$ cat config.mk
export PLATFORM = sky130hd
export DESIGN_NAME = branch_predictor
export DESIGN_NICKNAME = d
export VERILOG_FILES = /design/src/rtl/branch_predictor.sv
export SDC_FILE = /design/constraint.sdc
export NUM_CORES = 1
export LEC_CHECK = 0
export ABC_CLOCK_PERIOD_IN_PS = 5800
export BUFFER_PORTS_ARGS = -buffer_cell sky130_fd_sc_hd__buf_2
export CAP_MARGIN = 20
export CORE_MARGIN = 2
export CORE_UTILIZATION = 30
export CTS_BUF_LIST = sky130_fd_sc_hd__clkbuf_4
export DETAILED_ROUTE_END_ITERATION = 6
export GPL_ROUTABILITY_DRIVEN = 0
export PLACE_DENSITY = 0.58
export SLEW_MARGIN = 20
export SYNTH_ARGS = -nofsm -noshare
export SYNTH_HDL_FRONTEND = slang
export SYNTH_SLANG_ARGS = --single-unit
$ cat constraint.sdc
create_clock -name clka -period 5.8 [get_ports clka]
set_input_delay 0.87 -clock clka [delete_from_list [all_inputs] [get_ports clka]]
set_output_delay 0.87 -clock clka [all_outputs]
set_load 0.01 [all_outputs]
$ cat src/rtl/branch_predictor.sv
// branch_predictor
//   Dynamic branch predictor for the 5-stage MIPS pipeline. Conditional
//   branches are predicted in D from a table of 2-bit saturating counters.
//   Each prediction is carried through E to M, where it is compared against
//   the resolved outcome to raise the redirect and to train the table.
//
// Parameters
//   INDEX_W       table index width; the table holds 2**INDEX_W counters
//
// Ports
//   clka          pipeline clock, all state updates on the rising edge
//   rst           synchronous active-high reset
//   pcD           PC of the instruction in D
//   branchD       instruction in D is a conditional branch
//   signimmD      sign-extended immediate of the instruction in D
//   actual_takeM  resolved outcome of the instruction in M (0 for non-branches)
//   pred_takeD    D-stage prediction (combinational)
//   pred_targetD  pcD + 4 + (signimmD << 2)
//   pred_takeM    prediction carried to M (0 for non-branches)
//   mispredictM   branch in M resolved against its prediction
//   pc_correctM   redirect PC: M target if taken, else M pc+4
//
// Configuration
//   BP_GSHARE_EN  when defined, the index is XORed with a global history
//                 register that is updated non-speculatively from M.

module branch_predictor #(
  parameter int unsigned INDEX_W = 6
) (
  input  logic        clka,
  input  logic        rst,
  input  logic [31:0] pcD,
  input  logic        branchD,
  input  logic [31:0] signimmD,
  input  logic        actual_takeM,
  output logic        pred_takeD,
  output logic [31:0] pred_targetD,
  output logic        pred_takeM,
  output logic        mispredictM,
  output logic [31:0] pc_correctM
);

  localparam int unsigned ENTRIES = 1 << INDEX_W;

  typedef enum logic [1:0] {
    STRONG_NT = 2'b00,
    WEAK_NT   = 2'b01,
    WEAK_T    = 2'b10,
    STRONG_T  = 2'b11
  } ctr_t;

  typedef struct packed {
    logic               branch;
    logic               pred_take;
    logic [INDEX_W-1:0] idx;
    logic [31:0]        pc4;
    logic [31:0]        target;
  } stage_t;

  ctr_t               pht [ENTRIES];
  ctr_t               ctr_d;
  logic [INDEX_W-1:0] idx_d;
  logic [31:0]        pc4_d;
  stage_t             stage_d;
  stage_t             stage_e;
  stage_t             stage_m;

  function automatic ctr_t sat_update(input ctr_t c, input logic taken);
    ctr_t r;
    r = c;
    case (c)
      STRONG_NT: r = taken ? WEAK_NT  : STRONG_NT;
      WEAK_NT:   r = taken ? WEAK_T   : STRONG_NT;
      WEAK_T:    r = taken ? STRONG_T : WEAK_NT;
      STRONG_T:  r = taken ? STRONG_T : WEAK_T;
      default:   r = WEAK_NT;
    endcase
    return r;
  endfunction

`ifdef BP_GSHARE_EN
  logic [INDEX_W-1:0] ghr;

  // History only advances on resolved branches, so no repair is needed
  // after a flush.
  always_ff @(posedge clka) begin
    if (rst) begin
      ghr <= '0;
    end else if (stage_m.branch) begin
      ghr <= {ghr[INDEX_W-2:0], actual_takeM};
    end
  end

  assign idx_d = pcD[INDEX_W+1:2] ^ ghr;
`else
  assign idx_d = pcD[INDEX_W+1:2];
`endif

  // D-stage lookup. The table is read before this edge's training write,
  // so a same-index update in M is not visible until the next cycle.
  assign ctr_d        = pht[idx_d];
  assign pc4_d        = pcD + 32'd4;
  assign pred_targetD = pc4_d + (signimmD << 2);
  assign pred_takeD   = branchD & ctr_d[1];

  always_comb begin
    stage_d           = '0;
    stage_d.branch    = branchD;
    stage_d.pred_take = pred_takeD;
    stage_d.idx       = idx_d;
    stage_d.pc4       = pc4_d;
    stage_d.target    = pred_targetD;
  end

  // D->E and E->M registers; a mispredict squashes both wrong-path slots.
  always_ff @(posedge clka) begin
    if (rst) begin
      stage_e <= '0;
      stage_m <= '0;
    end else if (mispredictM) begin
      stage_e <= '0;
      stage_m <= '0;
    end else begin
      stage_e <= stage_d;
      stage_m <= stage_e;
    end
  end

  always_ff @(posedge clka) begin
    if (rst) begin
      for (int unsigned i = 0; i < ENTRIES; i++) begin
        pht[i] <= WEAK_NT;
      end
    end else if (stage_m.branch) begin
      pht[stage_m.idx] <= sat_update(pht[stage_m.idx], actual_takeM);
    end
  end

  assign pred_takeM  = stage_m.pred_take;
  assign mispredictM = stage_m.branch & (actual_takeM != stage_m.pred_take);
  assign pc_correctM = actual_takeM ? stage_m.target : stage_m.pc4;

endmodule

Yosys cells after proc, flatten, opt, wreduce, memory -nomap -nowiden
Memories as Yosys holds them, arrays and structs flattened. A register that Yosys moved wholly into a read port is not among the register bits.
Cells that the tools add are included.
Widths: inputs -> output; s select.
{"block": "classes", "bitwise": 2, "reduce_logical": 3, "add_sub_neg": 2, "n_mux": 17, "n_eq_ne": 4}
{"operator": "$add 32x3->32 const B", "n": 1}
{"operator": "$add 32x32->32", "n": 1}
{"operator": "$mux 32", "n": 1}
{"operator": "$mux 6", "n": 2}
{"operator": "$mux 2", "n": 5}
{"operator": "$mux 1", "n": 8}
{"operator": "$pmux 2 s4", "n": 1}
{"operator": "$eq 2x2->1 const B", "n": 2}
{"operator": "$reduce_or 2->1", "n": 2}
{"operator": "$and 1x1->1", "n": 2}
{"operator": "$eq 2x1->1 const B", "n": 1}
{"operator": "$logic_not 2->1", "n": 1}
{"operator": "$ne 1x1->1", "n": 1}
{"block": "word_totals", "in_bits": 68, "n_memories": 1, "out_inout_bits": 67, "mem_bits_rw": 128, "register_bits": 144, "wordCells": 39}
{"name": "pht", "depth": 64, "word_bits": 2, "read_ports": 2, "rd_ports_with_merged_regs": 1, "wr": 64, "line": "60", "rtl": "ctr_t pht [ENTRIES];"}

Logic depth before layout (Yosys ltp)
Gate-level depths: netlist (run 1).
{"block": "logic_depth", "ltp_word": 5, "depth_mapped": 16, "mapped_depth_nobuf": 14}

Worst setup path before layout (run 1)
No wires, ideal clock.
{"block": "synth_timing", "kind": "input port to output port", "from": "input port pcD[4]", "to": "output port pred_targetD[31]", "n_path_buf": 2, "slack_ps": 826, "required_time_ps": 4930, "cell_stages": 15, "arrival_time_ps": 4104, "path_cell_list": "clkbuf_1 -> and4_1 -> and3_1 -> nand2_1 -> or3_1 -> xnor2_1 -> ha_1 -> clkbuf_1 -> a21o_1 -> a21o_1 -> a21oi_1 -> o211ai_1 -> a31o_2 -> a41oi_1 -> xor2_1"}
{"block": "synth_via", "elab_chain_len": 2}
{"item": "start: declaration", "line": "32", "rtl": "input logic [31:0] pcD,"}
{"item": "$add 32x3->32", "line": "102", "rtl": "assign pc4_d = pcD + 32'd4;"}
{"item": "net pc4_d[24]", "line": "63", "rtl": "logic [31:0] pc4_d;"}
{"item": "$add 32x32->32", "line": "103", "rtl": "assign pred_targetD = pc4_d + (signimmD << 2);"}
{"item": "end: declaration", "line": "37", "rtl": "output logic [31:0] pred_targetD,"}
The timed path passes the listed nets, and every way through them passes these cells.

Final worst setup path (run 1)
{"block": "layout_timing", "from": "input port pcD[3]", "to": "output port pred_targetD[29]"}
The elaborated chain is that of the path after synthesis.

==> run_results.csv, run 1 <==
group,metric,value,unit
sta,tightest_slew,1.01,ns
sta,rsz0062_at_grt,"false",
global_routing,overflow,0,
sta,tns,0,ns
critical_path,rr_worst_depth,9,
layout,nets,1528,
floorplan,rows,77,
place,dp_hpwl,26200,um
clocking,cts_tree,"built",
routing,firstDrtPassIters,5,
floorplan,die_w,216,um
synth,ys.flop_type,"dfxtp_1",
synth,yosysSeqAreaShare,49.3,%
clocking,clockBufferDepth,3,
global_routing,grt_pass1_vias,10300,
floorplan,dieArea,0.0466,sq mm
power,powerDensity,289,mW/mm^2
critical_path,crit_slowest_cell,"a221oi_1",
synth,syn_inst,1305,
layout,area_delta_synth_final,15.0,%
routing,ant_nets,0,
sta,slew_headroom,32.6,%
routing,wl,37800,um
power,ir_drop,0.113,mV
layout,final_cell_mix,"139 x dfxtp_1, 135 x and2_1, 132 x buf_2",
synth,synth_nets,1408,
synth,synth-warning-count,0,
sta,post-route-min-period,5.53,ns
routing,routedWlPerCell,18.3,um
critical_path,end_kind,"primary output",
critical_path,crit_path_start_kind,"input port",
critical_path,worst_ep_arrival_time,4.66,ns
clocking,postCtsSetupBuffers,0,
routing,vias,10500,
clocking,cts_hold_buf,0,
synth,synth_area,0.0135,sq mm
clocking,path_clk_slew,0.06,ns
place,pre_cts_slack,0.358,ns
floorplan,initial_core_util,30.4,%
global_routing,antenna_found_initial,2,
clocking,htreeDepth,3,
critical_path,path_buf_inv,2,
power,leakagePower,5.83,nW
global_routing,grt_pass1_wl,58300,um
run_status,status,"finished clean",
clocking,numCtsBuffers,71,
critical_path,regToRegStartpoint,"stage_m[65]",
critical_path,critPathRequiredTime,4.93,ns
flow_run,maxCapViolations,0,
clocking,clock_sinks,268,
synth,synth_top_area_share,28.5,%
critical_path,reg2reg_slack,1.37,ns
critical_path,r2r_end,"pht[63][0]",
floorplan,core-area,0.0443,sq mm
min_path,whs_endpoint,"stage_e[33]",
layout,layout-drive-gt1-share,23.5,%
global_routing,grt_use_total,16.1,%
synth,synthTopCellsByArea,"edfxtp_1 29%, dfxtp_1 21%, and2_1 6.3%",
clocking,ctsResizeCount,0,
synth,synth_cell_types,62,
layout,layout_commonest_cell,"dfxtp_1",
sta,setup_viol,0,
sta,maxSlewViolCount,0,
routing,drtIter0Drc,836,
clocking,clock-root-buffer,"clkbuf_4",
critical_path,path_cells,"buf_2 -> ha_1 -> and3_1 -> nand4_1 -> xnor2_1 -> ha_1 -> a21o_1 -> a21o_1 -> a21o_1 -> a221oi_1 -> o211ai_1 -> a221oi_1 -> xnor2_1 -> buf_2",
sta,finalHoldViolCount,0,
routing,vias_per_cell,5.06,
synth,synth-async-reset-ratio,0,%
critical_path,path_common_cell,"a21o_1",
critical_path,path_delay_family,"compound AO/OA/AOI/OAI gates",
critical_path,worstSetupPathType,"in -> out",
synth,synth_area_per_cell,10.3,sq um
routing,drc_errors,0,
min_path,hp-start,"pcD[1]",
floorplan,ioPinCount,135,
global_routing,grt_max_degree,116,
clocking,clk_latency,0.76,ns
critical_path,max_stage_delay,0.53,ns
min_path,min_path_type,"in -> reg",
sta,fin_crit_sh,95.4,%
place,numPortBuffers,132,
min_path,hold_depth,2,
sta,fin_skew,0.0622,ns
synth,synth-edff-count,128,
synth,ys_seq_elements,268,
critical_path,path_max_fanout,12,
synth,synth_top_cell_by_area,"edfxtp_1",
floorplan,die_h,216,um
sta,fmax,181,MHz
sta,finalWorstSetupSlack,0.266,ns
## Yosys cell counts (37+ instances only)
cell and instances:
a21oi_1 50, and2_1 135, clkbuf_1 74, dfxtp_1 140
edfxtp_1 128, mux2i_1 37, nand2_1 111, nand3_1 56
nor2_1 80, o21ai_0 46
## final cells by class
cell class / count / area (sq um)
Timing Repair Buffer: 159 / 888
Antenna cell: 4 / 10.0
Fill cell: 4533 / 28800
Tap cell: 592 / 741
Inverter: 17 / 63.8
Clock buffer: 106 / 796
Sequential cell: 268 / 6650
Clock inverter: 15 / 100
Multi-Input combinational cell: 908 / 6250
## kinds of logic (layout without fill, tap and decap cells)
family,count (synthesis),in the layout,share of synthesized area [%]
other,0,4,0
DFF,268,268,49.3
AOI/OAI and AO/OA,198,198,9.40
adders and majority gates,37,37,3.46
muxes,94,94,9.43
and+or+nand+nor,523,523,20.4
xor gates and xnor gates,56,56,3.64
buffers and inverters,129,297,4.38
## worst max path at each step
| stage | from | to | slack [ns] | depth (start not counted) |
|---|---|---|---|---|
| after global placement | pcD[3] | pred_targetD[29] | 0.39 | 14 |
| after detailed placement | pcD[3] | pred_targetD[29] | 0.36 | 14 |
| final | pcD[3] | pred_targetD[29] | 0.27 | 14 |
| after global routing | pcD[3] | pred_targetD[29] | 0.03 | 14 |
| after CTS | pcD[3] | pred_targetD[29] | 0.34 | 14 |
| after floorplan | pcD[4] | pred_targetD[31] | 0.83 | 15 |
## power breakdown
group | switching [mW] | internal (mW) | total (mW)
combinational | 0.432 | 0.280 | 0.712
sequential | 0.0348 | 2.07 | 2.10
clock | 0.782 | 0.879 | 1.66
total | 1.25 | 3.23 | 4.48
## metrics by stage
stage | utilization, % | hold WS, ns | instance area (sq um) | power [mW] | cells
2_1_floorplan | - | 0.406 | 13500 | 2.61 | 1305
3_3_place_gp | 32.9 | 0.407 | 14600 | 2.85 | 1944
3_5_place_dp | 32.9 | 0.410 | 14600 | 2.86 | 1944
4_1_cts | 34.9 | 0.261 | 15500 | 4.53 | 2065
5_1_grt | 35.0 | 0.288 | 15500 | 4.71 | 2069
6_report | 35.0 | 0.325 | 15500 | 4.48 | 2069
## registers in the layout, summed over array words and instances, names as in the netlist
signal and flops:
pht 128, pred_takeM 1, stage_e 70, stage_m 69
## metal layers
layer | global-route usage, % | vias to the layer above | share of wire [%]
met4 | 5.98 | 0 | 2.1
met2 | 26.7 | 429 | 48
met1 | 20.4 | 4993 | 43
met3 | 3.81 | 71 | 7.0
li1 | - | 4971 | -
met5 | 0 | - | 0
Power figures use the tool's default switching activity.
==> run 2: changes to the inputs <==
--- a/config.mk
+++ b/config.mk
@@ -8,12 +8,12 @@
 export ABC_CLOCK_PERIOD_IN_PS = 5800
 export BUFFER_PORTS_ARGS = -buffer_cell sky130_fd_sc_hd__buf_2
 export CAP_MARGIN = 20
-export CORE_MARGIN = 2
-export CORE_UTILIZATION = 30
+export CORE_MARGIN = 10
+export CORE_UTILIZATION = 45
 export CTS_BUF_LIST = sky130_fd_sc_hd__clkbuf_4
 export DETAILED_ROUTE_END_ITERATION = 6
 export GPL_ROUTABILITY_DRIVEN = 0
-export PLACE_DENSITY = 0.58
+export PLACE_DENSITY = 0.76
 export SLEW_MARGIN = 20
 export SYNTH_ARGS = -nofsm -noshare
 export SYNTH_HDL_FRONTEND = slang
==> run 2 against run 1 <==
  * Cell count shrank 10%
  * Critical path type unchanged
  * Clock skew grew 0.00086 ns
  * Maximum frequency rose by 2.2%
  * Routed wire length shrank 5.4%
  * Clock-buffer cell count decreased by 15
  * Critical path depth unchanged
  * Via count increased by 1.8%
  * Largest power group unchanged
  * Worst hold slack better by 0.071 ns
  * First-iteration DRC count is 35% higher
  * Die area fell by 20%
  * Sequential share of layout area rose by 0.89 points
==> run_results.csv, run 2 (same netlist as run 1, synthesis figures left out) <==
group,metric,value,unit
run_status,status,"finished clean",
sta,hold_slack,0.396,ns
layout,postLayoutCellArea,0.0152,sq mm
global_routing,grt_use_total,18.8,%
sta,slew_headroom,42.2,%
floorplan,rows,63,
clocking,clock-root-buffer,"clkbuf_4",
clocking,cts_tree,"built",
routing,drc_errors,0,
routing,firstDrtPassIters,6,
floorplan,ioPinCount,135,
critical_path,critPathRequiredTime,4.93,ns
sta,fin_skew,0.0630,ns
sta,tightest_slew,0.867,ns
layout,layout_commonest_cell,"dfxtp_1",
routing,vias,10700,
layout,top_register,"pht",
power,powerDensity,290,mW/mm^2
place,placed_cell_area,0.0143,sq mm
clocking,htreeDepth,3,
critical_path,end_kind,"primary output",
global_routing,grt_pass1_wl,55400,um
floorplan,die_w,193,um
clocking,clk_latency,0.68,ns
place,dp.cells,1738,
clocking,path_clk_slew,0.07,ns
power,leakagePower,5.78,nW
global_routing,overflow,0,
place,dp_hpwl,24900,um
global_routing,grt_max_degree,78,
floorplan,dieArea,0.0373,sq mm
routing,ant_nets,0,
clocking,postCtsSetupBuffers,0,
critical_path,crit_path_start_kind,"input port",
layout,final_cell_mix,"139 x dfxtp_1, 135 x and2_1, 132 x buf_2",
floorplan,core-area,0.0296,sq mm
sta,finalHoldViolCount,0,
layout,layout-drive-gt1-share,22.5,%
layout,area_delta_synth_final,12.6,%
sta,maxSlewViolCount,0,
power,power,4.40,mW
critical_path,worstSetupPathType,"in -> out",
clocking,numCtsBuffers,66,
layout,fillers,2647,
critical_path,path_max_fanout,13,
routing,routedWlPerCell,19.3,um
layout,largestRegisters,"pht (128), stage_e (70), stage_m (69)",
sta,post-route-min-period,5.42,ns
min_path,min_path_type,"reg -> reg",
critical_path,worst_ep_arrival_time,4.55,ns
sta,rsz0062_at_grt,"false",
critical_path,crit_path_start,"pcD[3]",
sta,tns,0,ns
floorplan,initial_core_util,45.5,%
critical_path,regToRegStartpoint,"stage_m[66]",
layout,instances_no_fill,1854,
min_path,hp-start,"stage_e[56]",
routing,wl,35800,um
global_routing,grt_pass1_vias,10400,
floorplan,die_h,193,um
routing,vias_per_cell,5.74,
clocking,clock_sinks,268,
clocking,cts_hold_buf,0,
layout,nets,1520,
flow_run,maxCapViolations,0,
sta,fin_crit_sh,93.4,%
routing,drtIter0Drc,1131,
global_routing,antenna_found_initial,1,
clocking,ctsResizeCount,0,
power,ir_drop,0.0955,mV
layout,largest_reg_flops,128,
sta,fmax,185,MHz
place,numPortBuffers,132,
clocking,clockBufferDepth,3,
sta,setup_viol,0,
[run 2: changes by cell type in the layout (fill, tap and decap cells not counted), sizes merged]
cell and delta:
clkbuf -15, clkinvlp -1, clkinv +6, bufinv +2, buf -3, inv -2
[run 2: stage by stage]
| stage | setup WS [ns] | utilization (%) |
|---|---|---|
| 6_report | 0.384 | 51.2 |
| 5_1_grt | 0.169 | 51.2 |
| 3_3_place_gp | 0.584 | 48.3 |
| 3_5_place_dp | 0.465 | 48.3 |
| 2_1_floorplan | 0.826 | - |
| 4_1_cts | 0.466 | 51.1 |
[run 2: power by group]
group	total (mW)	internal, mW	switching (mW)	leakage [nW]
Clock	1.59	0.859	0.734	0.494
Combinational	0.700	0.279	0.421	3.03
Sequential	2.11	2.07	0.0383	2.26
Total	4.40	3.21	1.19	5.78
[run 2: worst paths after layout]
path	endpoint	slack (ns)	cells past startpoint
worst max-delay path	pred_targetD[29]	0.38	14
worst max register to register	pht[10][1]	1.46	9
worst min-delay path	stage_m[56]	0.40	1
worst min register to register	stage_m[56]	0.40	1
[run 2: cell type report]
| type | count | area, sq um | area share (%) |
|---|---|---|---|
| multi-input cells | 908 | 6250 | 41.2 |
| clock buffers | 91 | 683 | 4.50 |
| well taps | 390 | 488 | 3.21 |
| clock inverters | 20 | 160 | 1.05 |
| inverters | 17 | 63.8 | 0.420 |
| diodes | 4 | 10.0 | 0.0659 |
| repair buffers | 156 | 878 | 5.78 |
| flip-flops and latches | 268 | 6650 | 43.8 |
[run 2: routing by layer]
metal	share of wire (%)	global-route usage, %	vias up
li1	-	-	4949
met1	39	23.6	5008
met2	47	30.4	597
met3	11	5.11	96
met4	2.7	7.37	0
met5	0	0	-
[run 2: worst max-delay path, stage by stage]
cell and delay (ns):
buf_2 0.33, ha_1 0.34, and3_1 0.31, nand4_1 0.14, xnor2_1 0.27, ha_1 0.34
a21o_1 0.17, a21o_1 0.17, a21o_1 0.18, a221oi_1 0.37, o211ai_1 0.23, a221oi_1 0.48
xnor2_1 0.19, buf_2 0.17
==> run 3: changes to the inputs <==
--- a/config.mk
+++ b/config.mk
@@ -8,9 +8,11 @@
 export ABC_CLOCK_PERIOD_IN_PS = 5800
 export BUFFER_PORTS_ARGS = -buffer_cell sky130_fd_sc_hd__buf_2
 export CAP_MARGIN = 20
+export CORE_ASPECT_RATIO = 1.1
 export CORE_MARGIN = 10
 export CORE_UTILIZATION = 45
 export CTS_BUF_LIST = sky130_fd_sc_hd__clkbuf_4
+export CTS_CLUSTER_DIAMETER = 50
 export DETAILED_ROUTE_END_ITERATION = 6
 export GPL_ROUTABILITY_DRIVEN = 0
 export PLACE_DENSITY = 0.76
==> run 3 against run 2 <==
  * Die area about the same
  * Critical path depth up 2
  * Cell count down 0.92%
  * Critical path type unchanged
  * Largest cell class unchanged
==> run_results.csv, run 3 (same netlist as run 1, synthesis figures left out) <==
group,metric,value,unit
sta,rsz0062_at_grt,"false",
sta,fmax,181,MHz
power,power_switching,1.20,mW
clocking,clockBufferDepth,3,
clocking,clock-root-buffer,"clkbuf_4",
global_routing,grt_use_total,18.7,%
routing,drtIter0Drc,1158,
critical_path,worst_ep_arrival_time,4.64,ns
clocking,ctsResizeCount,0,
layout,top_register,"pht",
critical_path,critPathRequiredTime,4.93,ns
floorplan,ioPinCount,135,
floorplan,die_w,185,um
place,dp_hpwl,25200,um
floorplan,initial_core_util,45.6,%
routing,vias,10700,
clocking,cts_hold_buf,0,
sta,hold_slack,0.404,ns
routing,vias_per_cell,5.81,
clocking,cts_tree,"built",
power,power,4.34,mW
power,ir_drop,0.104,mV
global_routing,grt_pass1_vias,10600,
clocking,path_clk_slew,0.07,ns
sta,tightest_slew,1.01,ns
sta,setup_viol,0,
power,seqPwrFrac,48.4,%
power,p_comb_share,16.1,%
routing,firstDrtPassIters,6,
routing,routedWlPerCell,19.7,um
power,leakagePower,5.77,nW
sta,finalHoldViolCount,0,
flow_run,maxCapViolations,0,
min_path,min_path_type,"in -> reg",
layout,instances_no_fill,1837,
critical_path,crit_path_start_kind,"input port",
layout,largestRegisters,"pht (128), stage_e (70), stage_m (69)",
place,dp.cells,1722,
sta,fin_crit_sh,95.1,%
sta,maxSlewViolCount,0,
sta,slew_headroom,32.4,%
critical_path,end_kind,"primary output",
sta,tns,0,ns
floorplan,rows,66,
layout,largest_reg_flops,128,
power,power_frac_clock,35.5,%
clocking,numCtsBuffers,66,
global_routing,grt_max_degree,82,
layout,area_delta_synth_final,12.0,%
place,numPortBuffers,132,
power,powerDensity,288,mW/mm^2
routing,wl,36100,um
clocking,clk_latency,0.71,ns
run_status,status,"finished clean",
layout,nets,1519,
floorplan,dieArea,0.0373,sq mm
floorplan,core-area,0.0296,sq mm
clocking,htreeDepth,3,
clocking,postCtsSetupBuffers,0,
global_routing,antenna_found_initial,1,
layout,layout-drive-gt1-share,22.7,%
layout,final_cell_mix,"139 x dfxtp_1, 135 x and2_1, 132 x buf_2",
power,p_sw_share,27.6,%
sta,post-route-min-period,5.51,ns
critical_path,path_max_fanout,9,
place,placed_cell_area,0.0143,sq mm
global_routing,overflow,0,
global_routing,grt_pass1_wl,55000,um
clocking,clock_sinks,268,
routing,ant_nets,0,
routing,drc_errors,0,
layout,postLayoutCellArea,0.0151,sq mm
sta,fin_skew,0.0773,ns
layout,fillers,2641,
layout,layout_commonest_cell,"dfxtp_1",
floorplan,die_h,202,um
critical_path,worstSetupPathType,"in -> out",
power,intPower,3.15,mW
run 3: routing by layer:
| layer | global-route usage, % | part of all wire (%) | vias up |
|---|---|---|---|
| met3 | 4.47 | 9.7 | 133 |
| met2 | 31.6 | 48 | 575 |
| met4 | 8.83 | 4.4 | 0 |
| li1 | - | - | 4937 |
| met5 | 0 | 0 | - |
| met1 | 21.6 | 38 | 5027 |
run 3: worst max-delay path: stages:
cell and delay, ns:
buf_2 0.25, and4_1 0.32, and3_1 0.21, and3_1 0.29, nand3_1 0.19, nor2_1 0.19
xor2_1 0.25, ha_1 0.38, a21oi_1 0.23, o21ai_0 0.11, a21oi_1 0.21, o211ai_1 0.12
a31o_2 0.24, a41oi_1 0.33, xor2_1 0.26, buf_2 0.18
run 3: final timing paths:
kind	startpoint	end	slack [ns]	cells after the start
hold / removal	pcD[1]	stage_e[33]	0.40	2
hold reg to reg	stage_e[26]	stage_m[26]	0.41	1
setup / recovery	pcD[5]	pred_targetD[31]	0.29	16
setup reg to reg	stage_m[66]	pht[61][0]	1.41	9
run 3: cell type report:
| type | count | area [sq um] | area share, % |
|---|---|---|---|
| flip-flops and latches | 268 | 6650 | 44.0 |
| clock inverters | 18 | 100 | 0.663 |
| well taps | 374 | 468 | 3.10 |
| repair buffers | 155 | 837 | 5.55 |
| clock buffers | 96 | 721 | 4.77 |
| diodes | 1 | 2.50 | 0.0166 |
| inverters | 17 | 63.8 | 0.423 |
| multi-input cells | 908 | 6250 | 41.4 |
run 3: power groups by stage:
stage                     registers, mW  logic (mW)  clock network, mW
after floorplan                    2.13       0.486                  0
after global placement             2.14       0.680                  0
after detailed placement           2.15       0.691                  0
after CTS                          2.10       0.695               1.57
after global routing               2.11       0.756               1.67
final                              2.10       0.699               1.54
run 3: metrics by stage:
stage / setup slack (ns) / util [%]
2_1_floorplan: 0.826 / -
3_3_place_gp: 0.417 / 48.2
3_5_place_dp: 0.365 / 48.3
4_1_cts: 0.322 / 51.0
5_1_grt: 0.0132 / 51.1
6_report: 0.286 / 51.1
